==> src/rtl/beat_sequencer.sv <==
// beat_sequencer: run-control and beat scheduling for the metronome datapath.
// IDLE/RUN/PAUSE FSM owning a 3-digit BCD tick counter (000..124 per beat),
// the beat index within the measure, and the per-beat note gate.
//
// Ports:
//   clk, rst_n            system clock, asynchronous active-low reset
//   tick                  one-clk timebase strobe; count advances only on tick
//   start, pause, stop    level commands, priority stop > pause > start
//   meter[1:0]            beats per measure: 00=2, 01=3, 10=4, 11=6
//   length[1:0]           note gate: 00=75 ticks, 01=50, 10=25, 11=full beat
//   cnt2, cnt1, cnt0      BCD tick count (hundreds/tens/units), registered
//   beat[2:0]             beat index within the measure, registered
//   beat_pulse, downbeat  one-clk strobes at beat start / beat 0 start
//   note_on               gate, combinational from registered count and state
//   running               high in RUN, registered
//   state[1:0]            00=IDLE, 01=RUN, 10=PAUSE
module beat_sequencer (
  input  logic       clk,
  input  logic       rst_n,
  input  logic       tick,
  input  logic       start,
  input  logic       pause,
  input  logic       stop,
  input  logic [1:0] meter,
  input  logic [1:0] length,
  output logic [3:0] cnt2,
  output logic [3:0] cnt1,
  output logic [3:0] cnt0,
  output logic [2:0] beat,
  output logic       beat_pulse,
  output logic       downbeat,
  output logic       note_on,
  output logic       running,
  output logic [1:0] state
);

  localparam int unsigned DIGIT_W = 4;
  localparam int unsigned BEAT_W  = 3;
  localparam int unsigned SEL_W   = 2;

  typedef enum logic [1:0] {
    S_IDLE  = 2'b00,
    S_RUN   = 2'b01,
    S_PAUSE = 2'b10
  } state_t;

  state_t              r_state;
  logic [DIGIT_W-1:0]  r_cnt2, r_cnt1, r_cnt0;
  logic [BEAT_W-1:0]   r_beat;
  logic [SEL_W-1:0]    r_meter_l, r_length_l;
  logic                r_beat_pulse, r_downbeat, r_running;

  state_t              w_state_nxt;
  logic [DIGIT_W-1:0]  w_cnt2_nxt, w_cnt1_nxt, w_cnt0_nxt;
  logic [BEAT_W-1:0]   w_beat_nxt;
  logic [SEL_W-1:0]    w_meter_nxt, w_length_nxt;
  logic                w_beat_pulse_nxt, w_downbeat_nxt;
  logic                w_clear;

  logic [BEAT_W-1:0]   w_last_beat;
  logic                w_cnt_ok, w_cnt_end, w_wrap;
  logic [DIGIT_W-1:0]  w_lim_t, w_lim_u;
  logic                w_full, w_below;

  // Index of the last beat in the measure for the latched meter.
  always_comb begin
    w_last_beat = BEAT_W'(3);
    case (r_meter_l)
      2'b00:   w_last_beat = BEAT_W'(1);
      2'b01:   w_last_beat = BEAT_W'(2);
      2'b10:   w_last_beat = BEAT_W'(3);
      default: w_last_beat = BEAT_W'(5);
    endcase
  end

  // Legal count: every digit BCD and total <= 124. Anything else wraps on the next tick.
  assign w_cnt_ok = (r_cnt0 <= DIGIT_W'(9)) && (r_cnt1 <= DIGIT_W'(9)) &&
                    ((r_cnt2 == DIGIT_W'(0)) ||
                     ((r_cnt2 == DIGIT_W'(1)) &&
                      ((r_cnt1 < DIGIT_W'(2)) ||
                       ((r_cnt1 == DIGIT_W'(2)) && (r_cnt0 <= DIGIT_W'(4))))));
  assign w_cnt_end = (r_cnt2 == DIGIT_W'(1)) && (r_cnt1 == DIGIT_W'(2)) &&
                     (r_cnt0 == DIGIT_W'(4));
  assign w_wrap    = w_cnt_end || !w_cnt_ok;

  // Next-state and next-datapath logic.
  always_comb begin
    w_state_nxt      = r_state;
    w_cnt2_nxt       = r_cnt2;
    w_cnt1_nxt       = r_cnt1;
    w_cnt0_nxt       = r_cnt0;
    w_beat_nxt       = r_beat;
    w_meter_nxt      = r_meter_l;
    w_length_nxt     = r_length_l;
    w_beat_pulse_nxt = 1'b0;
    w_downbeat_nxt   = 1'b0;
    w_clear          = 1'b0;

    case (r_state)
      S_IDLE: begin
        if (stop) begin
          w_clear = 1'b1;
        end else if (pause) begin
          w_state_nxt = S_IDLE;
        end else if (start) begin
          w_state_nxt      = S_RUN;
          w_cnt2_nxt       = '0;
          w_cnt1_nxt       = '0;
          w_cnt0_nxt       = '0;
          w_beat_nxt       = '0;
          w_meter_nxt      = meter;
          w_length_nxt     = length;
          w_beat_pulse_nxt = 1'b1;
          w_downbeat_nxt   = 1'b1;
        end
      end

      S_RUN: begin
        if (stop) begin
          w_clear = 1'b1;
        end else if (pause) begin
          w_state_nxt = S_PAUSE;
        end else if (tick) begin
          if (w_wrap) begin
            w_cnt2_nxt       = '0;
            w_cnt1_nxt       = '0;
            w_cnt0_nxt       = '0;
            w_beat_pulse_nxt = 1'b1;
            w_length_nxt     = length;
            // >= guards against an out-of-range index rather than relying on ==.
            if (r_beat >= w_last_beat) begin
              w_beat_nxt     = '0;
              w_downbeat_nxt = 1'b1;
              w_meter_nxt    = meter;
            end else begin
              w_beat_nxt = r_beat + BEAT_W'(1);
            end
          end else if (r_cnt0 == DIGIT_W'(9)) begin
            w_cnt0_nxt = '0;
            if (r_cnt1 == DIGIT_W'(9)) begin
              w_cnt1_nxt = '0;
              w_cnt2_nxt = r_cnt2 + DIGIT_W'(1);
            end else begin
              w_cnt1_nxt = r_cnt1 + DIGIT_W'(1);
            end
          end else begin
            w_cnt0_nxt = r_cnt0 + DIGIT_W'(1);
          end
        end
      end

      S_PAUSE: begin
        if (stop) begin
          w_clear = 1'b1;
        end else if (pause) begin
          w_state_nxt = S_PAUSE;
        end else if (start) begin
          w_state_nxt = S_RUN;
        end
      end

      default: begin
        w_clear = 1'b1;
      end
    endcase

    // Full clear back to IDLE, same as reset.
    if (w_clear) begin
      w_state_nxt      = S_IDLE;
      w_cnt2_nxt       = '0;
      w_cnt1_nxt       = '0;
      w_cnt0_nxt       = '0;
      w_beat_nxt       = '0;
      w_meter_nxt      = '0;
      w_length_nxt     = '0;
      w_beat_pulse_nxt = 1'b0;
      w_downbeat_nxt   = 1'b0;
    end
  end

  // State and datapath registers.
  always_ff @(posedge clk or negedge rst_n) begin
    if (!rst_n) begin
      r_state      <= S_IDLE;
      r_cnt2       <= '0;
      r_cnt1       <= '0;
      r_cnt0       <= '0;
      r_beat       <= '0;
      r_meter_l    <= '0;
      r_length_l   <= '0;
      r_beat_pulse <= 1'b0;
      r_downbeat   <= 1'b0;
      r_running    <= 1'b0;
    end else begin
      r_state      <= w_state_nxt;
      r_cnt2       <= w_cnt2_nxt;
      r_cnt1       <= w_cnt1_nxt;
      r_cnt0       <= w_cnt0_nxt;
      r_beat       <= w_beat_nxt;
      r_meter_l    <= w_meter_nxt;
      r_length_l   <= w_length_nxt;
      r_beat_pulse <= w_beat_pulse_nxt;
      r_downbeat   <= w_downbeat_nxt;
      r_running    <= (w_state_nxt == S_RUN);
    end
  end

  // Gate limit as tens/units digits so the compare stays decimal on the BCD count.
  always_comb begin
    w_full  = 1'b0;
    w_lim_t = DIGIT_W'(7);
    w_lim_u = DIGIT_W'(5);
    case (r_length_l)
      2'b00: begin w_lim_t = DIGIT_W'(7); w_lim_u = DIGIT_W'(5); end
      2'b01: begin w_lim_t = DIGIT_W'(5); w_lim_u = DIGIT_W'(0); end
      2'b10: begin w_lim_t = DIGIT_W'(2); w_lim_u = DIGIT_W'(5); end
      default: w_full = 1'b1;
    endcase
  end

  assign w_below = (r_cnt2 == DIGIT_W'(0)) &&
                   ((r_cnt1 < w_lim_t) || ((r_cnt1 == w_lim_t) && (r_cnt0 < w_lim_u)));

  assign note_on    = r_running && (w_full || w_below);
  assign cnt2       = r_cnt2;
  assign cnt1       = r_cnt1;
  assign cnt0       = r_cnt0;
  assign beat       = r_beat;
  assign beat_pulse = r_beat_pulse;
  assign downbeat   = r_downbeat;
  assign running    = r_running;
  assign state      = r_state;

endmodule

==> config.mk <==
export PLATFORM = sky130hd
export DESIGN_NAME = beat_sequencer
export DESIGN_NICKNAME = d
export VERILOG_FILES = /design/src/rtl/beat_sequencer.sv
export SDC_FILE = /design/constraint.sdc
export NUM_CORES = 1
export LEC_CHECK = 0
export BUFFER_PORTS_ARGS = -buffer_cell sky130_fd_sc_hd__buf_2
export CAP_MARGIN = 20
export CORE_UTILIZATION = 53
export DETAILED_ROUTE_END_ITERATION = 8
export GPL_TIMING_DRIVEN = 0
export PLACE_DENSITY = 0.86
export SLEW_MARGIN = 20
export SYNTH_ARGS = -nofsm -noshare
export SYNTH_HDL_FRONTEND = slang
export SYNTH_SLANG_ARGS = --single-unit
==> constraint.sdc <==
create_clock -name clk -period 2.2 [get_ports clk]
set_input_delay 0.33 -clock clk [delete_from_list [all_inputs] [get_ports clk]]
set_output_delay 0.33 -clock clk [all_outputs]
set_load 0.05 [all_outputs]
==> results of run 1 <==
worst max-delay path, cell delays in order (launching register included):
cell	delay [ns]
sky130_fd_sc_hd__dfrtp_2	0.47
sky130_fd_sc_hd__nor2b_4	0.18
sky130_fd_sc_hd__ha_4	0.22
sky130_fd_sc_hd__nor2b_4	0.12
sky130_fd_sc_hd__o21a_1	0.17
sky130_fd_sc_hd__o32ai_2	0.10
sky130_fd_sc_hd__nand4b_1	0.23
sky130_fd_sc_hd__a21boi_4	0.21
sky130_fd_sc_hd__buf_6	0.17
repair_timing:
action                                  4_1_cts  5_1_grt
hold buffers                                  1        0
buffers inserted                              2       10
endpoints found under the setup margin        5       13
pin swaps                                     4       17
gates cloned                                  0        1
endpoints found under the hold margin        24        0
resized for setup                             8       27
flip-flops by register name, indices dropped and copies added, names as in the netlist:
name,flops
cnt0,4
r_meter_l,2
downbeat,1
beat_pulse,1
cnt2,4
r_length_l,2
running,1
state,2
cnt1,4
beat,3
placed cells by master (no fill, tap or decap), types with 4 or more instances in the layout:
master                     n
sky130_fd_sc_hd__dfrtp_2   8
sky130_fd_sc_hd__inv_1    14
sky130_fd_sc_hd__o21ai_0   4
sky130_fd_sc_hd__buf_2    31
sky130_fd_sc_hd__o31ai_1   4
sky130_fd_sc_hd__dfrtp_1  16
sky130_fd_sc_hd__ha_1      9
sky130_fd_sc_hd__a22o_1    4
sky130_fd_sc_hd__ha_4      4
sky130_fd_sc_hd__nand3_1   4
sky130_fd_sc_hd__buf_4    11
sky130_fd_sc_hd__nand2_1  13
sky130_fd_sc_hd__inv_2     4
sky130_fd_sc_hd__nor3_1    5
sky130_fd_sc_hd__a21oi_1   5
sky130_fd_sc_hd__nor2_1   10
sky130_fd_sc_hd__mux2i_1   5
layout make-up:
cell class,count,area [um^2],area share [%]
Clock buffer,4,36.28,1.671
Timing Repair Buffer,43,280.3,12.91
Sequential cell,24,610.6,28.13
Buffer,9,56.30,2.594
Multi-Input combinational cell,127,1081,49.80
Inverter,18,67.56,3.112
Tap cell,31,38.79,1.787
power by group:
group / total, mW / internal [mW] / switching [mW]
Combinational: 0.198 / 0.0817 / 0.116
Clock: 0.233 / 0.101 / 0.132
Sequential: 0.469 / 0.455 / 0.0144
cells by family after synthesis:
kind of cell | Yosys count | share of synthesized area [%]
simple gates | 66 | 23.74
flops | 24 | 36.64
compound gates | 41 | 18.40
fa+ha+maj | 13 | 9.924
buf+inv | 27 | 6.869
mux | 7 | 4.428
per-layer routing:
metal / GRT usage, % / vias to the layer above / share of wire, %
li1: - / 741 / -
met1: 32.17 / 754 / 43
met2: 41.86 / 41 / 51
met3: 2.009 / 6 / 3.7
met4: 9.756 / 0 / 1.4
met5: 0 / - / 0
through the flow:
step	power [mW]	cells
floorplan	0.5875	178
global placement	0.6297	238
detailed placement	0.6346	238
CTS	0.8825	245
global route	0.9476	256
finish	0.9003	256
worst paths after layout:
path / end / slack, ns / cells past startpoint
max in group asynchronous: cnt2[0] / 1.30 / 2
setup / recovery: note_on / -0.31 / 8
hold reg to reg: cnt2[2] / 0.52 / 2
setup reg to reg: cnt1[2] / -0.03 / 7
hold / removal: r_meter_l[0] / 0.24 / 3
min in group asynchronous: beat[0] / 0.51 / 2
==> summary.log, run 1 <==
qor: yosys.synth.cells.most_frequent sky130_fd_sc_hd__dfrtp_1 (24), sky130_fd_sc_hd__inv_1 (18), sky130_fd_sc_hd__nand2_1 (14)
qor: critical_path.timing.critical_path.from_type flip-flop
qor: detailed_routing.route.vias.total 1542
qor: timing.relSlewSlack 64.34%
qor: critical_path.timing.rr.start cnt1[2]
qor: place.preCtsSetupSlack -0.1871 ns
qor: min_path.hold_path_startpoint meter[0]
qor: outcome.outcome finished with violations
qor: cells_and_area.finalInstanceArea 0.002171 mm^2
qor: global_routing.grt_pass1_vias 1385
qor: cells_and_area.final_util 76.10%
qor: clock_tree.cts_tree built
qor: floorplan.design.portCount 31
qor: cells_and_area.num-nets-final 249
qor: global_routing.grt_max_degree 25
qor: power_and_ir_drop.power-per-cell-area 414.7 mW/mm^2
qor: floorplan.fp.dieArea 0.003319 mm^2
qor: place.gpl.final_weighted_congestion 0.8164
qor: timing.grt_setup_unrepaired true
qor: timing.fin_crit_sh 114.1%
qor: clock_tree.cts.reportedPaths.clkPinSlew 0.13 ns
qor: detailed_routing.drt_pre_antenna_iters 6
qor: yosys.synth-seq-cells 24
qor: detailed_routing.drt-total-wl 4.088 mm
qor: yosys.synthArstFlopShare 100.0%
qor: detailed_routing.avgViaCountPerCell 6.023
qor: yosys.synthesis.area 0.001639 mm^2
qor: timing.timing_max_transition_violations_final 0
qor: clock_tree.cts_inserted_buffers 3
qor: power_and_ir_drop.leak_pwr 1.022 nW
qor: cells_and_area.fill_cells 194
qor: critical_path.critPathKind flip-flop to primary output
qor: cells_and_area.post_route_cells_drive_above_1_share 40.89%
qor: run.max_cap_viol_count 0
qor: floorplan.die_y 57.61 um
qor: timing.timing.final.setup_violations 4
qor: cells_and_area.area.growth.synth_to_final 32.44%
qor: timing.setup_slack -0.3103 ns
qor: yosys.synth_edf_count 0
qor: floorplan.cell_rows 19
qor: timing.timing.final.crit_period 2.510 ns
qor: timing.fin_hold_ws 0.2364 ns
qor: critical_path.crit_fanout 3
qor: floorplan.placeableCoreArea 0.002853 mm^2
qor: timing.hold_viol 0
qor: yosys.synthTopCellsByArea sky130_fd_sc_hd__dfrtp_1 (37%), sky130_fd_sc_hd__ha_1 (9.9%), sky130_fd_sc_hd__inv_1 (4.1%)
qor: yosys.mappedNetlistNets 201
qor: clock_tree.clock-root-buffer sky130_fd_sc_hd__clkbuf_4
qor: critical_path.worstPathArrival 2.18 ns
qor: detailed_routing.detail_route.drc_violations 2
qor: outcome.violations DRC, setup timing
qor: yosys.netlist.area_leader.share 36.64%
qor: global_routing.grt_usage 24.44%
qor: timing.fmax 0.3984 GHz
qor: clock_tree.later_pin_clock_latency_in_the_skew_report 0.32 ns
qor: critical_path.timing.critical_path.from r_length_l[1]
qor: critical_path.worst_ep_required_time 1.87 ns
qor: timing.max_slew.worst_pin.slew 0.5349 ns
qor: global_routing.grt_first_pass_wirelength 6.251 mm
qor: yosys.netlist_instances 178
qor: power_and_ir_drop.ir_drop 0.0003915 V
qor: clock_tree.cts.sinks 24
qor: detailed_routing.avgRoutedWirePerCell 15.97 um
qor: timing.finalClockSkew 0.003530 ns
qor: place.place_hpwl 2.595 mm
qor: critical_path.end_kind primary output
qor: min_path.worstHoldPathType primary input to flip-flop
qor: timing.setup_total_negative_slack -0.3612 ns
qor: place.io_buffer_count 29
qor: global_routing.grt_antenna_before_repair 0
qor: floorplan.floorplan.initialDensity 57.46%
qor: yosys.yosysSeqAreaShare 36.64%
qor: place.place_area 0.001856 mm^2
qor: yosys.post_syn_area_per_cell 9.208 um^2
qor: detailed_routing.number_of_drc_violations_after_detailed_routing_iteration_0 66
qor: yosys.yosys_warnings 0
qor: clock_tree.htree_levels 1
qor: yosys.synth_most_common_cell sky130_fd_sc_hd__dfrtp_1
qor: detailed_routing.antenna_left 0
qor: clock_tree.clockBufferDepth 2
qor: global_routing.gr-total-overflow 0
qor: yosys.yosys_most_used_dff sky130_fd_sc_hd__dfrtp_1
qor: floorplan.fp.dieW 57.61 um
qor: cells_and_area.diodes 0
qor: yosys.number_of_distinct_library_cell_variants_in_the_gate_level_netlist_after_synthesis 49
qor: yosys.post-synth-top-area-cell sky130_fd_sc_hd__dfrtp_1
Power figures use the tool's default switching activity.
==> inputs of run 2 (changes only) <==
==> constraint.sdc (replaced) <==
create_clock -name clk -period 2.2 [get_ports clk]
set_input_delay 0.11 -clock clk [delete_from_list [all_inputs] [get_ports clk]]
set_output_delay 0.11 -clock clk [all_outputs]
set_load 0.05 [all_outputs]
==> run 2 against run 1 <==
The flow still finishes with violations (DRC, setup timing). Cell count is 0.39% lower. Utilization increased by 0.31 points. Clock power grew 39%.
==> summary.log, run 2 (synthesized netlist as in run 1, its figures left out) <==
qor: outcome.outcome finished with violations
qor: outcome.violations DRC, setup timing
qor: critical_path.crit_fanout 3
qor: floorplan.cell_rows 19
qor: min_path.timing.hold.worst_path_depth 2
qor: critical_path.crit_slowest_cell sky130_fd_sc_hd__dfrtp_2
qor: clock_tree.htree_levels 1
qor: critical_path.rr_endpoint cnt1[2]
qor: cells_and_area.area.growth.synth_to_final 32.98%
qor: clock_tree.clock-root-buffer sky130_fd_sc_hd__clkbuf_4
qor: place.place_hpwl 2.613 mm
qor: critical_path.timing.rr.start cnt2[1]
qor: cells_and_area.mostFrequentLayoutCells sky130_fd_sc_hd__buf_2 (32), sky130_fd_sc_hd__dfrtp_1 (17), sky130_fd_sc_hd__inv_1 (15), sky130_fd_sc_hd__nand2_1 (13)
qor: detailed_routing.detail_route.drc_violations 2
qor: critical_path.crit_path_max_incr_delay 0.46 ns
qor: clock_tree.clockBufferDepth 2
qor: critical_path.critPathMostFrequentCell sky130_fd_sc_hd__nor2b_4
qor: power_and_ir_drop.ir_drop 0.0004064 V
qor: floorplan.design.portCount 31
qor: detailed_routing.drt_pre_antenna_iters 6
qor: critical_path.critical_path.top_delay_family compound AO/OA/AOI/OAI gates
qor: timing.fin_crit_sh 103.4%
qor: cells_and_area.num-nets-final 248
qor: critical_path.crit_chain nor2b_4 -> ha_4 -> nor2b_4 -> o21a_1 -> o32ai_2 -> nand4b_1 -> a21boi_2 -> buf_6
qor: floorplan.fp.dieW 57.61 um
qor: cells_and_area.diodes 0
qor: place.place_area 0.001846 mm^2
qor: floorplan.placeableCoreArea 0.002853 mm^2
qor: global_routing.grt_first_pass_wirelength 6.085 mm
qor: cells_and_area.finalInstanceArea 0.002180 mm^2
qor: timing.setup_slack -0.07521 ns
qor: global_routing.grt_usage 23.86%
qor: floorplan.floorplan.initialDensity 57.46%
qor: timing.hold_viol 0
qor: timing.timing.final.setup_violations 5
qor: detailed_routing.number_of_drc_violations_after_detailed_routing_iteration_0 70
qor: min_path.worstHoldPathType primary input to flip-flop
qor: timing.grt_setup_unrepaired true
qor: detailed_routing.avgViaCountPerCell 5.784
qor: critical_path.worstPathArrival 2.17 ns
qor: timing.finalClockSkew 0.01348 ns
qor: detailed_routing.antenna_left 0
qor: timing.timing_max_transition_violations_final 0
qor: timing.fmax 0.4395 GHz
qor: timing.max_slew.worst_pin.slew 0.5752 ns
qor: critical_path.critical_path.n_buffers_inverters 1
qor: critical_path.end_kind primary output
qor: timing.relSlewSlack 61.65%
qor: power_and_ir_drop.total_power 0.9832 mW
qor: critical_path.worst_ep_required_time 2.09 ns
qor: global_routing.gr-total-overflow 0
qor: critical_path.rrSetupSlack -0.07 ns
qor: cells_and_area.layout_commonest_cell sky130_fd_sc_hd__buf_2
qor: critical_path.crit_cells 8
qor: floorplan.die_y 57.61 um
qor: critical_path.timing.critical_path.from_type flip-flop
qor: power_and_ir_drop.leak_pwr 1.009 nW
qor: critical_path.critPathKind flip-flop to primary output
qor: critical_path.r2r.worst_path.cells 8
qor: place.gpl.final_weighted_congestion 0.8270
qor: clock_tree.cts.reportedPaths.clkPinSlew 0.14 ns
qor: critical_path.timing.critical_path.from r_length_l[1]
qor: clock_tree.cts_inserted_buffers 3
qor: clock_tree.cts_tree built
qor: detailed_routing.route.vias.total 1475
qor: critical_path.critical_path.endpoint note_on
qor: timing.timing.final.crit_period 2.275 ns
qor: global_routing.grt_pass1_vias 1361
qor: detailed_routing.drt-total-wl 3.970 mm
qor: global_routing.grt_antenna_before_repair 0
qor: clock_tree.later_pin_clock_latency_in_the_skew_report 0.33 ns
qor: place.io_buffer_count 29
qor: run.max_cap_viol_count 0
qor: global_routing.grt_max_degree 25
qor: detailed_routing.avgRoutedWirePerCell 15.57 um
qor: cells_and_area.post_route_cells_drive_above_1_share 38.39%
qor: clock_tree.cts.sinks 24
qor: floorplan.fp.dieArea 0.003319 mm^2
qor: power_and_ir_drop.power-per-cell-area 451.1 mW/mm^2
[run 2: cell types whose count changed in the layout (fill, tap and decap cells not counted), moves of 2 or more]
cell / before / now
sky130_fd_sc_hd__buf_4: 11 / 8
sky130_fd_sc_hd__buf_6: 3 / 1
sky130_fd_sc_hd__dlygate4sd3_1: 1 / 4
sky130_fd_sc_hd__nor2_4: 0 / 2
[run 2: worst reg2reg max path, delay by kind of cell, from the launching register on]
family,cells,cell delay (ns)
flops,1,0.46
buf+inv,2,0.26
fa+ha+maj,1,0.12
simple gates,4,1.15
compound gates,1,0.22
[run 2: stage by stage]
stage	utilization (%)	setup slack, ns	hold WS (ns)	std cells	TNS [ns]
floorplan	-	0.01027	-0.1856	178	0
global placement	64.69	0.02970	0.1124	238	0
detailed placement	64.69	0.001271	0.1155	238	0
CTS	68.73	-0.1049	0.0008628	246	-0.1049
global route	76.40	-0.1683	0.01758	255	-1.035
finish	76.40	-0.07521	0.01634	255	-0.2698
[run 2: per-layer routing]
metal  wire length (um)  global-route usage (%)
met2               1996                   40.86
met3                150                   2.009
met1               1766                   31.88
met5                  0                       0
met4                 57                   8.362
[run 2: layout make-up]
cell class,count,area (um^2)
Inverter,18,67.56
Tap cell,31,38.79
Clock buffer,3,22.52
Multi-Input combinational cell,127,1085
Buffer,9,50.05
Clock inverter,1,30.03
Timing Repair Buffer,42,276.5
Fill cell,207,673.1
Sequential cell,24,609.3
[run 2: report_power, final]
part	switching [mW]	total (mW)	internal, mW
combinational	0.113	0.190	0.0774
clock	0.140	0.324	0.184
sequential	0.0138	0.469	0.455
[run 2: worst min-delay path by stage]
stage,endpoint,start,slack [ns]
floorplan,beat[0],rst_n,-0.19
detailed placement,state[0],rst_n,0.12
global route,downbeat,pause,0.02
CTS,r_length_l[1],length[1],0.0009
finish,running,pause,0.02
global placement,state[1],rst_n,0.11
[run 2: what timing repair did]
action                                  CTS  global route
endpoints found under the hold margin    26             1
hold buffers                              3             1
buffers inserted                          1             7
gates resized for setup                   5            29
cloned                                    0             1
pin swaps                                 3            17
endpoints found under the setup margin    4            15
==> inputs of run 3 (changes only) <==
- PLACE_DENSITY: 0.86 -> 0.81
==> run 3 against run 2 <==
First-iteration DRC count rose by 2.9%. The flow still finishes with violations (DRC, setup timing). Largest power group unchanged. Highest routed layer unchanged. Register-to-register slack better by 0.09 ns. Sequential power hardly changed. Cell count fell by 2.4%. Count of clock-buffer cells in the layout increased by 1. Critical path depth unchanged.
==> summary.log, run 3 (synthesized netlist as in run 1, its figures left out) <==
qor: cells_and_area.finished_layout_cells 249
qor: floorplan.fp.dieArea 0.003319 mm^2
qor: cells_and_area.mostFrequentLayoutCells sky130_fd_sc_hd__buf_2 (31), sky130_fd_sc_hd__dfrtp_1 (18), sky130_fd_sc_hd__inv_1 (16), sky130_fd_sc_hd__nand2_1 (13), sky130_fd_sc_hd__ha_1 (11)
qor: critical_path.critical_path.top_delay_family compound AO/OA/AOI/OAI gates
qor: critical_path.crit_slowest_cell sky130_fd_sc_hd__dfrtp_2
qor: outcome.violations DRC, setup timing
qor: floorplan.placeableCoreArea 0.002853 mm^2
qor: power_and_ir_drop.power.switching_fraction 30.53%
qor: critical_path.rrSetupSlack 0.02 ns
qor: floorplan.die_y 57.61 um
qor: power_and_ir_drop.switching_power 0.2618 mW
qor: cells_and_area.layout_commonest_cell sky130_fd_sc_hd__buf_2
qor: critical_path.timing.critical_path.from r_length_l[1]
qor: min_path.worstHoldPathType primary input to flip-flop
qor: place.io_buffer_count 29
qor: critical_path.r2r.worst_path.cells 9
qor: critical_path.crit_cells 8
qor: critical_path.timing.critical_path.from_type flip-flop
qor: timing.finalClockSkew 0.01679 ns
qor: outcome.outcome finished with violations
qor: run.max_cap_viol_count 0
qor: timing.timing_max_transition_violations_final 0
qor: clock_tree.cts.reportedPaths.clkPinSlew 0.14 ns
qor: timing.setup_slack -0.06832 ns
qor: power_and_ir_drop.total_power 0.8574 mW
qor: timing.timing.final.setup_violations 1
qor: critical_path.worstPathArrival 2.16 ns
qor: floorplan.floorplan.initialDensity 57.46%
qor: critical_path.worst_ep_required_time 2.09 ns
qor: detailed_routing.avgViaCountPerCell 6.229
qor: global_routing.grt_max_degree 25
qor: place.gpl.final_weighted_congestion 0.8729
qor: detailed_routing.drt_pre_antenna_iters 6
qor: critical_path.critical_path.n_buffers_inverters 1
qor: timing.max_slew.worst_pin.slew 0.6017 ns
qor: timing.grt_setup_unrepaired true
qor: place.place_hpwl 2.732 mm
qor: critical_path.end_kind primary output
qor: power_and_ir_drop.ir_drop 0.0003047 V
qor: timing.fin_crit_sh 103.1%
qor: power_and_ir_drop.power-per-cell-area 416.8 mW/mm^2
qor: global_routing.grt_first_pass_wirelength 6.120 mm
qor: timing.fmax 0.4409 GHz
qor: timing.timing.final.crit_period 2.268 ns
qor: cells_and_area.post_route_cells_drive_above_1_share 35.78%
qor: min_path.timing.hold.worst_path_depth 3
qor: place.placedCellCount 238
qor: power_and_ir_drop.sequentialPowerShare 54.7%
qor: cells_and_area.num-nets-final 242
qor: critical_path.critPathKind flip-flop to primary output
qor: detailed_routing.detail_route.drc_violations 1
qor: power_and_ir_drop.leak_pwr 0.9695 nW
qor: floorplan.cell_rows 19
qor: detailed_routing.route.vias.total 1551
qor: detailed_routing.drt-total-wl 3.917 mm
qor: critical_path.crit_fanout 4
qor: floorplan.fp.dieW 57.61 um
qor: detailed_routing.antenna_left 0
qor: timing.relSlewSlack 59.89%
qor: timing.hold_viol 0
qor: detailed_routing.number_of_drc_violations_after_detailed_routing_iteration_0 72
qor: clock_tree.clock-root-buffer sky130_fd_sc_hd__clkbuf_4
qor: clock_tree.cts_tree built
qor: clock_tree.clockBufferDepth 2
qor: cells_and_area.area.growth.synth_to_final 25.50%
qor: min_path.hold_path_startpoint length[1]
qor: floorplan.design.portCount 31
qor: power_and_ir_drop.clock_power_share 24.2%
qor: clock_tree.cts_inserted_buffers 3
qor: global_routing.grt_antenna_before_repair 0
qor: critical_path.crit_chain nor2b_4 -> ha_1 -> nor2b_1 -> o21a_1 -> o32ai_2 -> nand4b_1 -> a21boi_2 -> buf_6
qor: critical_path.timing.rr.start cnt2[1]
qor: clock_tree.cts.sinks 24
qor: global_routing.gr-total-overflow 0
qor: timing.setup_total_negative_slack -0.06832 ns
qor: detailed_routing.avgRoutedWirePerCell 15.73 um
qor: power_and_ir_drop.power.internal 0.5957 mW
qor: global_routing.grt_usage 23.71%
qor: cells_and_area.diodes 0
qor: clock_tree.later_pin_clock_latency_in_the_skew_report 0.32 ns
qor: global_routing.grt_pass1_vias 1374
qor: clock_tree.htree_levels 1
qor: critical_path.crit_path_max_incr_delay 0.47 ns
qor: cells_and_area.final_util 72.11%
qor: power_and_ir_drop.combPwrFrac 21.1%
[run 3: worst paths after layout]
check / to
hold reg to reg: cnt2[2]
min in group asynchronous: beat[1]
hold / removal: r_length_l[1]
max in group asynchronous: cnt2[0]
setup / recovery: note_on
setup reg to reg: cnt1[2]
[run 3: layout make-up]
class                      instances  area [um^2]
timing repair buffer              36        206.4
buffer                             9        50.05
inverter                          18        67.56
clock buffer                       4        26.28
fill                             221        795.8
sequential                        24        608.1
multi-input combinational        127         1060
tap                               31        38.79
[run 3: stage by stage]
step | hold WS [ns] | setup slack [ns] | instance area (um^2)
floorplan | -0.1856 | 0.01027 | 1662
global placement | 0.1210 | 0.06285 | 1846
detailed placement | 0.1243 | 0.005509 | 1846
CTS | 0.02355 | -0.05694 | 1906
global route | 0.01215 | -0.1742 | 2057
finish | 0.02111 | -0.06832 | 2057
[run 3: worst min-delay path, stage by stage]
cell	delay, ns
sky130_fd_sc_hd__buf_2	0.09
sky130_fd_sc_hd__nand2_1	0.05
sky130_fd_sc_hd__mux2i_1	0.07
[run 3: routing by layer]
layer,GRT usage [%],up-vias,share of wire (%)
met1,31.36,766,43
met4,9.408,0,2.1
li1,-,726,-
met2,39.87,47,50
met3,2.679,12,3.9
met5,0,-,0
[run 3: power groups by stage]
stage	Sequential, mW	Combinational, mW	Clock [mW]
3_3_place_gp	0.474	0.154	0
2_1_floorplan	0.490	0.0966	0
3_5_place_dp	0.475	0.161	0
4_1_cts	0.467	0.169	0.210
5_1_grt	0.471	0.198	0.223
6_report	0.469	0.181	0.208
[run 3: timing repair]
action | in CTS | in global routing
endpoints found under the setup margin | 1 | 16
resized for setup | 4 | 23
hold buffers | 1 | 0
setup buffers | 1 | 5
pin swaps | 2 | 7
endpoints found under the hold margin | 24 | 0
